[src/rtl/rram_ctrl_seq_if.sv]
// Host/array-side signal bundle for the RRAM sequencing controller.
// master = host and array periphery, slave = rram_ctrl_seq.
interface rram_ctrl_seq_if #(
    parameter int B_SIZE = 2,
    parameter int X_SIZE = 4,
    parameter int Y_SIZE = 5
);
    logic                      EN;
    logic                      RW;
    logic [X_SIZE-1:0]         X_ADDRESS_IN;
    logic [Y_SIZE-1:0]         Y_ADDRESS_IN;
    logic [B_SIZE-1:0]         DATA_IN;
    logic [B_SIZE-1:0]         SA_OUT;
    logic                      READY;
    logic [(1<<X_SIZE)-1:0]    P_DECODER_OUT;
    logic [(1<<X_SIZE)-1:0]    NOT_P_DECODER_OUT;
    logic [(1<<X_SIZE)-1:0]    N_DECODER_OUT;
    logic [(1<<X_SIZE)-1:0]    NOT_N_DECODER_OUT;
    logic [(1<<Y_SIZE)-1:0]    Y_DECODER_OUT;
    logic                      P_EN_REF;
    logic                      NOT_P_EN_REF;
    logic [B_SIZE-1:0]         WRITE_DATA;
    logic                      READ;
    logic                      WRITE;
    logic                      PRE;
    logic                      DVLP;
    logic                      EN_SA;
    logic [B_SIZE-1:0]         DATA_OUT;
    logic                      DATA_VALID;
    logic                      WRITE_DONE;
    logic                      ERROR;

    modport master (
        output EN, RW, X_ADDRESS_IN, Y_ADDRESS_IN, DATA_IN, SA_OUT,
        input  READY, P_DECODER_OUT, NOT_P_DECODER_OUT,
        input  N_DECODER_OUT, NOT_N_DECODER_OUT, Y_DECODER_OUT,
        input  P_EN_REF, NOT_P_EN_REF, WRITE_DATA,
        input  READ, WRITE, PRE, DVLP, EN_SA,
        input  DATA_OUT, DATA_VALID, WRITE_DONE, ERROR
    );

    modport slave (
        input  EN, RW, X_ADDRESS_IN, Y_ADDRESS_IN, DATA_IN, SA_OUT,
        output READY, P_DECODER_OUT, NOT_P_DECODER_OUT,
        output N_DECODER_OUT, NOT_N_DECODER_OUT, Y_DECODER_OUT,
        output P_EN_REF, NOT_P_EN_REF, WRITE_DATA,
        output READ, WRITE, PRE, DVLP, EN_SA,
        output DATA_OUT, DATA_VALID, WRITE_DONE, ERROR
    );
endinterface

[src/rtl/rram_ctrl_seq.sv]
// RRAM array sequencing controller: programmable read/write phases.
// Define RRAM_CTRL_VERIFY_EN to add the program-and-verify loop.
module rram_ctrl_seq #(
    parameter int B_SIZE       = 2,
    parameter int X_SIZE       = 4,
    parameter int Y_SIZE       = 5,
    parameter int PRE_CYCLES   = 1,
    parameter int DVLP_CYCLES  = 1,
    parameter int SENSE_CYCLES = 1,
    parameter int WRITE_CYCLES = 2,
    parameter int MAX_RETRY    = 3
) (
    input logic           clk,
    input logic           reset,
    rram_ctrl_seq_if.slave bus
);
    localparam int XW = 1 << X_SIZE;
    localparam int YW = 1 << Y_SIZE;

    localparam int M1 = (PRE_CYCLES > DVLP_CYCLES) ? PRE_CYCLES : DVLP_CYCLES;
    localparam int M2 = (SENSE_CYCLES > WRITE_CYCLES) ? SENSE_CYCLES : WRITE_CYCLES;
    localparam int MC = (M1 > M2) ? M1 : M2;
    localparam int CW = $clog2(MC) + 1;

    localparam logic [CW-1:0] PRE_LD   = CW'(PRE_CYCLES - 1);
    localparam logic [CW-1:0] DVLP_LD  = CW'(DVLP_CYCLES - 1);
    localparam logic [CW-1:0] SENSE_LD = CW'(SENSE_CYCLES - 1);
    localparam logic [CW-1:0] WRITE_LD = CW'(WRITE_CYCLES - 1);

    localparam logic [2:0] S_IDLE = 3'b000;
    localparam logic [2:0] S_RPH1 = 3'b001;
    localparam logic [2:0] S_RPH2 = 3'b010;
    localparam logic [2:0] S_RPH3 = 3'b011;
    localparam logic [2:0] S_WPH1 = 3'b100;
    localparam logic [2:0] S_VFY  = 3'b101;

    logic [2:0]        state_q, state_d;
    logic [CW-1:0]     cnt_q, cnt_d;
    logic [X_SIZE-1:0] x_q, x_d;
    logic [Y_SIZE-1:0] y_q, y_d;
    logic [B_SIZE-1:0] wdata_q, wdata_d;
    logic [B_SIZE-1:0] dout_q, dout_d;
    logic              dvalid_q, dvalid_d;
    logic              wdone_q, wdone_d;
    logic              ready_q, ready_d;
    logic              read_q, read_d;
    logic              write_q, write_d;
    logic              pre_q, pre_d;
    logic              dvlp_q, dvlp_d;
    logic              ensa_q, ensa_d;
    logic              pref_q, pref_d;
    logic [XW-1:0]     pdec_q, pdec_d;
    logic [XW-1:0]     ndec_q, ndec_d;
    logic [YW-1:0]     ydec_q, ydec_d;
    logic              v_pre, v_dvlp, v_sense, in_vfy;

`ifdef RRAM_CTRL_VERIFY_EN
    localparam int RTW = (MAX_RETRY > 0) ? $clog2(MAX_RETRY + 1) : 1;

    logic [1:0]     vph_q, vph_d;
    logic [RTW-1:0] retry_q, retry_d;
    logic           err_q, err_d;
`endif

    // Next-state, phase timing and registered output decode
    always_comb begin
        state_d  = state_q;
        cnt_d    = cnt_q;
        x_d      = x_q;
        y_d      = y_q;
        wdata_d  = wdata_q;
        dout_d   = dout_q;
        dvalid_d = 1'b0;
        wdone_d  = 1'b0;
`ifdef RRAM_CTRL_VERIFY_EN
        vph_d    = vph_q;
        retry_d  = retry_q;
        err_d    = 1'b0;
`endif
        case (state_q)
            S_IDLE: begin
                if (bus.EN && ready_q) begin
                    x_d = bus.X_ADDRESS_IN;
                    y_d = bus.Y_ADDRESS_IN;
`ifdef RRAM_CTRL_VERIFY_EN
                    retry_d = '0;
`endif
                    if (bus.RW) begin
                        state_d = S_RPH1;
                        cnt_d   = PRE_LD;
                    end else begin
                        state_d = S_WPH1;
                        cnt_d   = WRITE_LD;
                        wdata_d = bus.DATA_IN;
                    end
                end
            end
            S_RPH1: begin
                if (cnt_q == '0) begin
                    state_d = S_RPH2;
                    cnt_d   = DVLP_LD;
                end else begin
                    cnt_d = cnt_q - 1'b1;
                end
            end
            S_RPH2: begin
                if (cnt_q == '0) begin
                    state_d = S_RPH3;
                    cnt_d   = SENSE_LD;
                end else begin
                    cnt_d = cnt_q - 1'b1;
                end
            end
            S_RPH3: begin
                if (cnt_q == '0) begin
                    state_d  = S_IDLE;
                    cnt_d    = '0;
                    dout_d   = bus.SA_OUT;
                    dvalid_d = 1'b1;
                end else begin
                    cnt_d = cnt_q - 1'b1;
                end
            end
            S_WPH1: begin
                if (cnt_q == '0) begin
`ifdef RRAM_CTRL_VERIFY_EN
                    state_d = S_VFY;
                    vph_d   = 2'd0;
                    cnt_d   = PRE_LD;
`else
                    state_d = S_IDLE;
                    cnt_d   = '0;
                    wdone_d = 1'b1;
`endif
                end else begin
                    cnt_d = cnt_q - 1'b1;
                end
            end
`ifdef RRAM_CTRL_VERIFY_EN
            S_VFY: begin
                if (cnt_q != '0) begin
                    cnt_d = cnt_q - 1'b1;
                end else if (vph_q == 2'd0) begin
                    vph_d = 2'd1;
                    cnt_d = DVLP_LD;
                end else if (vph_q == 2'd1) begin
                    vph_d = 2'd2;
                    cnt_d = SENSE_LD;
                end else if (bus.SA_OUT == wdata_q) begin
                    state_d = S_IDLE;
                    cnt_d   = '0;
                    wdone_d = 1'b1;
                end else if (retry_q < RTW'(MAX_RETRY)) begin
                    retry_d = retry_q + 1'b1;
                    state_d = S_WPH1;
                    cnt_d   = WRITE_LD;
                end else begin
                    state_d = S_IDLE;
                    cnt_d   = '0;
                    wdone_d = 1'b1;
                    err_d   = 1'b1;
                end
            end
`endif
            default: begin
                state_d = S_IDLE;
                cnt_d   = '0;
            end
        endcase

        in_vfy  = 1'b0;
        v_pre   = 1'b0;
        v_dvlp  = 1'b0;
        v_sense = 1'b0;
`ifdef RRAM_CTRL_VERIFY_EN
        in_vfy  = (state_d == S_VFY);
        v_pre   = in_vfy && (vph_d == 2'd0);
        v_dvlp  = in_vfy && (vph_d == 2'd1);
        v_sense = in_vfy && (vph_d == 2'd2);
`endif
        ready_d = (state_d == S_IDLE);
        pre_d   = (state_d == S_RPH1) || v_pre;
        dvlp_d  = (state_d == S_RPH2) || v_dvlp;
        ensa_d  = (state_d == S_RPH3) || v_sense;
        read_d  = pre_d || dvlp_d || ensa_d;
        pref_d  = read_d;
        write_d = (state_d == S_WPH1);
        pdec_d  = ready_d ? '0 : (XW'(1) << x_d);
        ndec_d  = write_d ? (XW'(1) << x_d) : '0;
        ydec_d  = ready_d ? '0 : (YW'(1) << y_d);
    end

    // State, counter, latched request and registered outputs
    always_ff @(posedge clk or negedge reset) begin
        if (!reset) begin
            state_q  <= S_IDLE;
            cnt_q    <= '0;
            x_q      <= '0;
            y_q      <= '0;
            wdata_q  <= '0;
            dout_q   <= '0;
            dvalid_q <= 1'b0;
            wdone_q  <= 1'b0;
            ready_q  <= 1'b1;
            read_q   <= 1'b0;
            write_q  <= 1'b0;
            pre_q    <= 1'b0;
            dvlp_q   <= 1'b0;
            ensa_q   <= 1'b0;
            pref_q   <= 1'b0;
            pdec_q   <= '0;
            ndec_q   <= '0;
            ydec_q   <= '0;
        end else begin
            state_q  <= state_d;
            cnt_q    <= cnt_d;
            x_q      <= x_d;
            y_q      <= y_d;
            wdata_q  <= wdata_d;
            dout_q   <= dout_d;
            dvalid_q <= dvalid_d;
            wdone_q  <= wdone_d;
            ready_q  <= ready_d;
            read_q   <= read_d;
            write_q  <= write_d;
            pre_q    <= pre_d;
            dvlp_q   <= dvlp_d;
            ensa_q   <= ensa_d;
            pref_q   <= pref_d;
            pdec_q   <= pdec_d;
            ndec_q   <= ndec_d;
            ydec_q   <= ydec_d;
        end
    end

`ifdef RRAM_CTRL_VERIFY_EN
    // Verify sub-phase, retry count and error flag
    always_ff @(posedge clk or negedge reset) begin
        if (!reset) begin
            vph_q   <= 2'd0;
            retry_q <= '0;
            err_q   <= 1'b0;
        end else begin
            vph_q   <= vph_d;
            retry_q <= retry_d;
            err_q   <= err_d;
        end
    end

    assign bus.ERROR = err_q;
`else
    assign bus.ERROR = 1'b0;
`endif

    assign bus.READY             = ready_q;
    assign bus.P_DECODER_OUT     = pdec_q;
    assign bus.NOT_P_DECODER_OUT = ~pdec_q;
    assign bus.N_DECODER_OUT     = ndec_q;
    assign bus.NOT_N_DECODER_OUT = ~ndec_q;
    assign bus.Y_DECODER_OUT     = ydec_q;
    assign bus.P_EN_REF          = pref_q;
    assign bus.NOT_P_EN_REF      = ~pref_q;
    assign bus.WRITE_DATA        = wdata_q;
    assign bus.READ              = read_q;
    assign bus.WRITE             = write_q;
    assign bus.PRE               = pre_q;
    assign bus.DVLP              = dvlp_q;
    assign bus.EN_SA             = ensa_q;
    assign bus.DATA_OUT          = dout_q;
    assign bus.DATA_VALID        = dvalid_q;
    assign bus.WRITE_DONE        = wdone_q;
endmodule

[src/flat_wrapper.sv]
// flat-port wrapper written by rule: the top's interface ports become plain ports
module rram_ctrl_seq_flat 
#(
    parameter int B_SIZE       = 2,
    parameter int X_SIZE       = 4,
    parameter int Y_SIZE       = 5,
    parameter int PRE_CYCLES   = 1,
    parameter int DVLP_CYCLES  = 1,
    parameter int SENSE_CYCLES = 1,
    parameter int WRITE_CYCLES = 2,
    parameter int MAX_RETRY    = 3
)
  (clk, reset, bus_EN, bus_RW, bus_X_ADDRESS_IN, bus_Y_ADDRESS_IN, bus_DATA_IN, bus_SA_OUT, bus_READY, bus_P_DECODER_OUT, bus_NOT_P_DECODER_OUT, bus_N_DECODER_OUT, bus_NOT_N_DECODER_OUT, bus_Y_DECODER_OUT, bus_P_EN_REF, bus_NOT_P_EN_REF, bus_WRITE_DATA, bus_READ, bus_WRITE, bus_PRE, bus_DVLP, bus_EN_SA, bus_DATA_OUT, bus_DATA_VALID, bus_WRITE_DONE, bus_ERROR);
  rram_ctrl_seq_if #(.B_SIZE(B_SIZE), .X_SIZE(X_SIZE), .Y_SIZE(Y_SIZE)) bus_i ();
  input logic clk;
  input logic reset;
  input wire logic [$bits(bus_i.EN)-1:0] bus_EN;
  input wire logic [$bits(bus_i.RW)-1:0] bus_RW;
  input wire logic [$bits(bus_i.X_ADDRESS_IN)-1:0] bus_X_ADDRESS_IN;
  input wire logic [$bits(bus_i.Y_ADDRESS_IN)-1:0] bus_Y_ADDRESS_IN;
  input wire logic [$bits(bus_i.DATA_IN)-1:0] bus_DATA_IN;
  input wire logic [$bits(bus_i.SA_OUT)-1:0] bus_SA_OUT;
  output wire logic [$bits(bus_i.READY)-1:0] bus_READY;
  output wire logic [$bits(bus_i.P_DECODER_OUT)-1:0] bus_P_DECODER_OUT;
  output wire logic [$bits(bus_i.NOT_P_DECODER_OUT)-1:0] bus_NOT_P_DECODER_OUT;
  output wire logic [$bits(bus_i.N_DECODER_OUT)-1:0] bus_N_DECODER_OUT;
  output wire logic [$bits(bus_i.NOT_N_DECODER_OUT)-1:0] bus_NOT_N_DECODER_OUT;
  output wire logic [$bits(bus_i.Y_DECODER_OUT)-1:0] bus_Y_DECODER_OUT;
  output wire logic [$bits(bus_i.P_EN_REF)-1:0] bus_P_EN_REF;
  output wire logic [$bits(bus_i.NOT_P_EN_REF)-1:0] bus_NOT_P_EN_REF;
  output wire logic [$bits(bus_i.WRITE_DATA)-1:0] bus_WRITE_DATA;
  output wire logic [$bits(bus_i.READ)-1:0] bus_READ;
  output wire logic [$bits(bus_i.WRITE)-1:0] bus_WRITE;
  output wire logic [$bits(bus_i.PRE)-1:0] bus_PRE;
  output wire logic [$bits(bus_i.DVLP)-1:0] bus_DVLP;
  output wire logic [$bits(bus_i.EN_SA)-1:0] bus_EN_SA;
  output wire logic [$bits(bus_i.DATA_OUT)-1:0] bus_DATA_OUT;
  output wire logic [$bits(bus_i.DATA_VALID)-1:0] bus_DATA_VALID;
  output wire logic [$bits(bus_i.WRITE_DONE)-1:0] bus_WRITE_DONE;
  output wire logic [$bits(bus_i.ERROR)-1:0] bus_ERROR;
  assign bus_i.EN = bus_EN;
  assign bus_i.RW = bus_RW;
  assign bus_i.X_ADDRESS_IN = bus_X_ADDRESS_IN;
  assign bus_i.Y_ADDRESS_IN = bus_Y_ADDRESS_IN;
  assign bus_i.DATA_IN = bus_DATA_IN;
  assign bus_i.SA_OUT = bus_SA_OUT;
  assign bus_READY = bus_i.READY;
  assign bus_P_DECODER_OUT = bus_i.P_DECODER_OUT;
  assign bus_NOT_P_DECODER_OUT = bus_i.NOT_P_DECODER_OUT;
  assign bus_N_DECODER_OUT = bus_i.N_DECODER_OUT;
  assign bus_NOT_N_DECODER_OUT = bus_i.NOT_N_DECODER_OUT;
  assign bus_Y_DECODER_OUT = bus_i.Y_DECODER_OUT;
  assign bus_P_EN_REF = bus_i.P_EN_REF;
  assign bus_NOT_P_EN_REF = bus_i.NOT_P_EN_REF;
  assign bus_WRITE_DATA = bus_i.WRITE_DATA;
  assign bus_READ = bus_i.READ;
  assign bus_WRITE = bus_i.WRITE;
  assign bus_PRE = bus_i.PRE;
  assign bus_DVLP = bus_i.DVLP;
  assign bus_EN_SA = bus_i.EN_SA;
  assign bus_DATA_OUT = bus_i.DATA_OUT;
  assign bus_DATA_VALID = bus_i.DATA_VALID;
  assign bus_WRITE_DONE = bus_i.WRITE_DONE;
  assign bus_ERROR = bus_i.ERROR;
  rram_ctrl_seq #(.B_SIZE(B_SIZE), .X_SIZE(X_SIZE), .Y_SIZE(Y_SIZE), .PRE_CYCLES(PRE_CYCLES), .DVLP_CYCLES(DVLP_CYCLES), .SENSE_CYCLES(SENSE_CYCLES), .WRITE_CYCLES(WRITE_CYCLES), .MAX_RETRY(MAX_RETRY)) u_core (.clk(clk), .reset(reset), .bus(bus_i));
endmodule
[config.mk]
export PLATFORM = sky130hd
export DESIGN_NAME = rram_ctrl_seq_flat
export DESIGN_NICKNAME = d
export VERILOG_FILES = /design/src/rtl/rram_ctrl_seq_if.sv /design/src/rtl/rram_ctrl_seq.sv /design/src/flat_wrapper.sv
export SDC_FILE = /design/constraint.sdc
export NUM_CORES = 1
export LEC_CHECK = 0
export BUFFER_PORTS_ARGS = -buffer_cell sky130_fd_sc_hd__buf_2
export CAP_MARGIN = 20
export CELL_PAD_IN_SITES_DETAIL_PLACEMENT = 1
export CELL_PAD_IN_SITES_GLOBAL_PLACEMENT = 1
export CORE_ASPECT_RATIO = 1.4
export CORE_UTILIZATION = 25
export DETAILED_ROUTE_END_ITERATION = 7
export PLACE_DENSITY = 0.63
export SYNTH_ARGS = -nofsm -noshare
export SYNTH_HDL_FRONTEND = slang
export SYNTH_SLANG_ARGS = --single-unit
[constraint.sdc]
create_clock -name clk -period 1.88 [get_ports clk]
set_clock_uncertainty 0.15 [all_clocks]
set_input_delay 0 -clock clk [delete_from_list [all_inputs] [get_ports clk]]
set_output_delay 0 -clock clk [all_outputs]
set_load 0.005 [all_outputs]
# Yosys cells after proc, flatten, opt, wreduce, memory -nomap -nowiden
# Index checks and enable logic that the tools add are counted.
[word_totals]
reg_bits = 90
input_bits = 17
out_inout_bits = 111
elab_cells = 63
[classes]
addsub = 1
n_eq_ne = 9
shifts = 2
muxes = 20
bitwise = 4
reduce_logical = 10
[op_table]
columns = ["operator", "count"]
rows = [
  ["two-way mux 16 bit", 2],
  ["two-way mux 32 bit", 1],
  ["NOT 16 bit", 2],
  ["left shift 1 x 5 -> 32 bit, first input constant", 1],
  ["left shift 1 x 4 -> 16 bit, first input constant", 1],
  ["two-way mux 3 bit", 5],
  ["== test 3 x 2 -> 1 bit, second input constant", 4],
  ["one-hot mux 3 bit (4 select lines)", 1],
  ["two-way mux 5 bit", 2],
  ["two-way mux 4 bit", 2],
  ["== test 3 x 1 -> 1 bit, second input constant", 2],
  ["== test 3 bit, second input constant", 2],
  ["logical NOT 3 bit", 2],
  ["two-way mux 1 bit", 4],
  ["two-way mux 2 bit", 2],
  ["one-hot mux 2 bit (2 select lines)", 1],
  ["OR reduction 4 bit", 1],
  ["AND reduction 3 bit", 1],
  ["logical NOT 2 bit", 1],
  ["logical OR 1 bit", 2],
  ["!= test 2 x 1 -> 1 bit, second input constant", 1],
  ["NOT 1 bit", 2],
  ["AND reduction 2 bit", 1],
  ["OR reduction 2 bit", 1],
  ["other kinds (2)", 2],
]

# Depth between registers and ports, before layout
[logic_depth]
depth_word = 6
mapped_depth = 7

# Worst setup path before layout
# No wires, ideal clock.
[synth_timing]
path_kind = "register -> register"
startpoint = "register u_core.ready_q (netlist: u_core.bus.READY)"
endpoint = "register u_core.ydec_q[28] (netlist: u_core.bus.Y_DECODER_OUT[28])"
setup_ns = 0.145
t_arrival_ns = 1.604
setup_slack_ns = -0.019
path_stages_with_launch = 7
path_buffers = 2
period_less_slack_ns = 1.899
cell_sequence = "dfstp_2 > and2_1 > buf_2 > a21boi_0 > o211ai_1 > buf_2 > nor3_1"
[synth_via]
elab_chain_len = 5
word_cells_on_any_way = 8
cone_classes = "shift: 1; mux: 5; reduce/logical: 2"
[synth_lines]
columns = ["element", "line", "text"]
rows = [
  ["start, declared", "rram_ctrl_seq.sv:45", "logic ready_q, ready_d;"],
  ["start signal, assigned", "rram_ctrl_seq.sv:223", "ready_q <= ready_d;"],
  ["logical AND 1 bit *", "rram_ctrl_seq.sv:82", "if (bus.EN && ready_q) begin"],
  ["two-way mux 3 bit / two-way mux 5 bit (equally long branches)", "rram_ctrl_seq.sv:82", ""],
  ["one-hot mux 3 bit (4 select lines) / two-way mux 5 bit (equally long branches)", "rram_ctrl_seq.sv:80", "case (state_q)"],
  ["logical NOT 3 bit / left shift 1 x 5 -> 32 bit (equally long branches)", "rram_ctrl_seq.sv:181, rram_ctrl_seq.sv:190", ""],
  ["two-way mux 32 bit *", "rram_ctrl_seq.sv:190", "ydec_d = ready_d ? '0 : (YW'(1) << y_d);"],
  ["via u_core.ydec_d[28]", "rram_ctrl_seq.sv:54", "logic [YW-1:0] ydec_q, ydec_d;"],
  ["end signal, assigned", "rram_ctrl_seq.sv:232", "ydec_q <= ydec_d;"],
  ["end, declared", "rram_ctrl_seq.sv:54", ""],
]
# The timed path passes the listed nets; every way through them passes the cells marked *.
# A chain may end at the register's enable or synchronous reset.

# Worst setup path after layout
[layout_timing]
startpoint = "register u_core.state_q[0]"
endpoint = "register u_core.ydec_q[15] (netlist: u_core.bus.Y_DECODER_OUT[15])"
[layout_via]
elab_chain_len = 5
word_cells_on_any_way = 15
cone_classes = "eq/ne: 4; shift: 1; mux: 7; reduce/logical: 3"
[layout_lines]
columns = ["element", "line", "text"]
rows = [
  ["start, declared", "rram_ctrl_seq.sv:37", "logic [2:0] state_q, state_d;"],
  ["start signal, assigned", "rram_ctrl_seq.sv:215", "state_q <= state_d;"],
  ["== test 3 x 2 -> 1 bit / == test 3 bit (equally long branches)", "rram_ctrl_seq.sv:80", ""],
  ["OR reduction 2 bit (no line)", "n/a", ""],
  ["one-hot mux 3 bit (4 select lines)", "rram_ctrl_seq.sv:80", ""],
  ["logical NOT 3 bit", "rram_ctrl_seq.sv:181", "ready_d = (state_d == S_IDLE);"],
  ["two-way mux 32 bit *", "rram_ctrl_seq.sv:190", ""],
  ["via u_core.ydec_d[15]", "rram_ctrl_seq.sv:54", ""],
]
# Marks and branches as above.

==> results.toml <==
[run_status]
status = "finished, violations left"
violations = "setup timing"

[sta]
hold_ws_ns = 0.0463
final.setup.worst_slack_ns = -0.0560
fin_crit_ns = 1.94
setup_viol = 18
fmax_ghz = 0.517
hold_viol = 0
slew_headroom = 0.619
grt_setup_unrepaired = "yes"
period_share = 1.03
slew_viol_final = 0
tightestPinTransition_ns = 0.571

[synth]
synthSimpleGateAreaFrac = 0.207
syn_area_um2 = 3720
synth_edf_count = 0
synth_fa_ha_area_frac = 0
synth-main-ff-cell = "dfrtp_1"
synth_xor_area_frac = 0
postSynthCellCount = 348
synth_area_leader_cell = "dfrtp_1"
synthArstFlopShare = 1.00
yosysMostFrequentCell = "dfrtp_1"
ys_types = 49
yosysSeqAreaShare = 0.606
synth_warnings = 0
syn_area_per_cell_um2 = 10.7
syn-num-nets = 365
synthTopCellsByCount = "89 x dfrtp_1, 47 x nor3_1, 44 x inv_1"
synth_top_family_by_area = "simple AND/OR/NAND/NOR gates"
synth_top_area_frac = 0.599
synth_compound_area_frac = 0.0844
synthTopCellsByArea = "dfrtp_1 60%, nor3_1 6.3%, inv_1 4.4%"
synth_mux_area_frac = 0.0272
ys_ff_latch = 90

[power]
power_frac_comb = 0.499
intPower_uw = 5340
swShare = 0.415
worst_ir_drop_vdd_mv = 0.660
total_leakage_power_uw = 0.00285
clkPwrFrac = 0.203
power.share.sequential = 0.298
p_switching_uw = 3800
power.density_nw_per_um2 = 1490

[critical_path]
slowest_stage = "a31oi_2"
end_kind = "flip-flop"
critical_path_required_ns = 1.94
critical_path.cell_chain = "nor3_4, nand2_4, buf_4, a31oi_2, nor3_2"
cp.arrival_ns = 1.99
worstPathBufferInverterCount = 1
crit_family = "simple AND/OR/NAND/NOR gates"
max_stage_delay_ns = 0.49
crit_type = "flip-flop to flip-flop"
cp-start-kind = "flip-flop"
cp_max_fo = 10

[placement]
place_inst = 670
pre_cts_slack_ns = -0.107
place.gp.congestion = 0.813
dpl_cell_area_um2 = 4710
portBuffers = 126
post-dp-hpwl_um = 7810

[drt]
detail_route.iter0.violations = 126
dr_total_vias = 3338
drc_errors = 0
drt_wl_total_um = 12200
via_per_inst = 4.66
wl_per_cell_um = 17.0
antenna_left = 0
firstDrtPassIters = 4

[die]
die_w_um = 105
dieArea_um2 = 15400
coreArea_um2 = 14500
std_cell_rows = 52
start_util = 0.256
die_h_um = 146
io_pins = 128

[min_path]
hold_path_class = "input pin to async pin"

[cells_and_area]
finalNetCount = 540
diodes = 0
drive_above_1_share = 0.558
area_growth_pct = 64.9
fillers = 1578
stdcell_count = 716
seqCellArea_um2 = 2260
multiInputGateArea_um2 = 1940
final_area_um2 = 6130

[run]
drv_cap = 0

[clock_tree]
clock-sinks = 90
clk_pin_slew_ns = 0.07
clk_path_buf_depth = 2
clockRootBuffer = "clkbuf_16"
clkLatencyLatePin_ns = 0.35
cts_buffers = 9
htreeDepth = 3
cts_tree = "built"

[grt]
grtUsageTotal = 0.147
antenna_found_initial = 0
grt_pass1_wl_um = 17600
first_global_vias = 3436
grt_remaining_overflow = 0
grt_max_degree = 44
## cell families after synthesis
logic type / count (synthesis)
buffers and inverters: 62
other: 1
muxes: 9
AOI/OAI and AO/OA: 48
and+or+nand+nor: 138
DFF: 90
## through the flow
step	power, uW	util	setup TNS [ns]
after global placement	5330	0.325	-0.203
after floorplan	4200	-	0
after CTS	7500	0.364	-0.320
final	9140	0.423	-0.338
after detailed placement	5440	0.325	-2.06
after global routing	9610	0.423	-2.79
## state kept, by name (all words and copies together), names as in the netlist
register and cells:
u_core.bus.DATA_OUT 2, u_core.bus.DATA_VALID 1, u_core.bus.DVLP 1, u_core.bus.EN_SA 1
u_core.bus.N_DECODER_OUT 16, u_core.bus.PRE 1, u_core.bus.P_DECODER_OUT 16, u_core.bus.READ 1
u_core.bus.READY 1, u_core.bus.WRITE 1, u_core.bus.WRITE_DATA 2, u_core.bus.WRITE_DONE 1
u_core.bus.Y_DECODER_OUT 32, u_core.cnt_q 2, u_core.state_q 3, u_core.x_q 4
u_core.y_q 5
## layer usage
| layer | track usage | vias up | routed length, um |
|---|---|---|---|
| met3 | 0.0241 | 18 | 412 |
| li1 | - | 1548 | - |
| met5 | 0 | - | 0 |
| met2 | 0.269 | 88 | 6740 |
| met1 | 0.168 | 1684 | 4790 |
| met4 | 0.0563 | 0 | 208 |
## final cells by class
class	instances	share of cell area
clock buffer	12	0.0418
tap	189	0.0386
sequential	90	0.368
multi-input combinational	198	0.316
timing repair buffer	180	0.201
inverter	44	0.0269
clock inverter	3	0.00775
## power by group through the flow
| stage | clock, uW | sequential (uW) | combinational (uW) |
|---|---|---|---|
| global placement | 0 | 2640 | 2690 |
| CTS | 1900 | 2660 | 2950 |
| detailed placement | 0 | 2660 | 2770 |
| floorplan | 0 | 2620 | 1590 |
| finish | 1850 | 2720 | 4560 |
| global route | 1960 | 2770 | 4880 |
## what timing repair did
action | CTS | global route
pin swaps | 2 | 36
gates cloned | 1 | 4
endpoints found under the setup margin | 45 | 61
setup buffers | 0 | 11
hold buffers | 15 | 0
hold endpoints to repair | 113 | 0
gates resized for setup | 23 | 124
## path summary, 6_finish.rpt
path                                                            from                                endpoint  slack [ns]  cells after the start
worst max-delay path                     u_core.state_q[0]$_DFF_PN0_  u_core.bus.Y_DECODER_OUT[15]$_DFF_PN0_       -0.06                      5
worst min-delay path                                           reset                 u_core.y_q[0]$_DFF_PN0_        0.05                      2
worst max register to register           u_core.state_q[0]$_DFF_PN0_  u_core.bus.Y_DECODER_OUT[15]$_DFF_PN0_       -0.06                      5
worst min register to register  u_core.bus.WRITE_DATA[1]$_DFFE_PN0P_    u_core.bus.WRITE_DATA[1]$_DFFE_PN0P_        0.36                      1
max in group asynchronous                                      reset              u_core.bus.READY$_DFF_PN1_        0.89                      3
min in group clk                                              bus_EN               u_core.bus.READ$_DFF_PN0_        0.14                      5
## worst reg2reg max path: stages, from the launching register on
cell and delay, ns:
dfrtp_2 0.46, nor3_4 0.27, nand2_4 0.13, buf_4 0.22, a31oi_2 0.49, nor3_2 0.09
## cell usage in the layout (no fill, tap or decap), types with 5 or more instances in the layout
cell type	Yosys	routed
buf_2	7	125
clkbuf_16	0	12
a31oi_2	1	7
a31oi_4	0	6
dlygate4sd3_1	0	15
nand2_1	15	13
inv_1	44	43
nor3_4	2	22
nor3_1	47	8
nor3_2	1	20
nand2b_1	5	5
a21oi_1	8	5
buf_4	4	22
mux2_2	9	7
o21ai_0	6	5
buf_12	0	5
nor2_1	34	28
buf_6	3	9
nor4_4	1	8
dfrtp_1	89	86
Power figures use the tool's default switching activity.
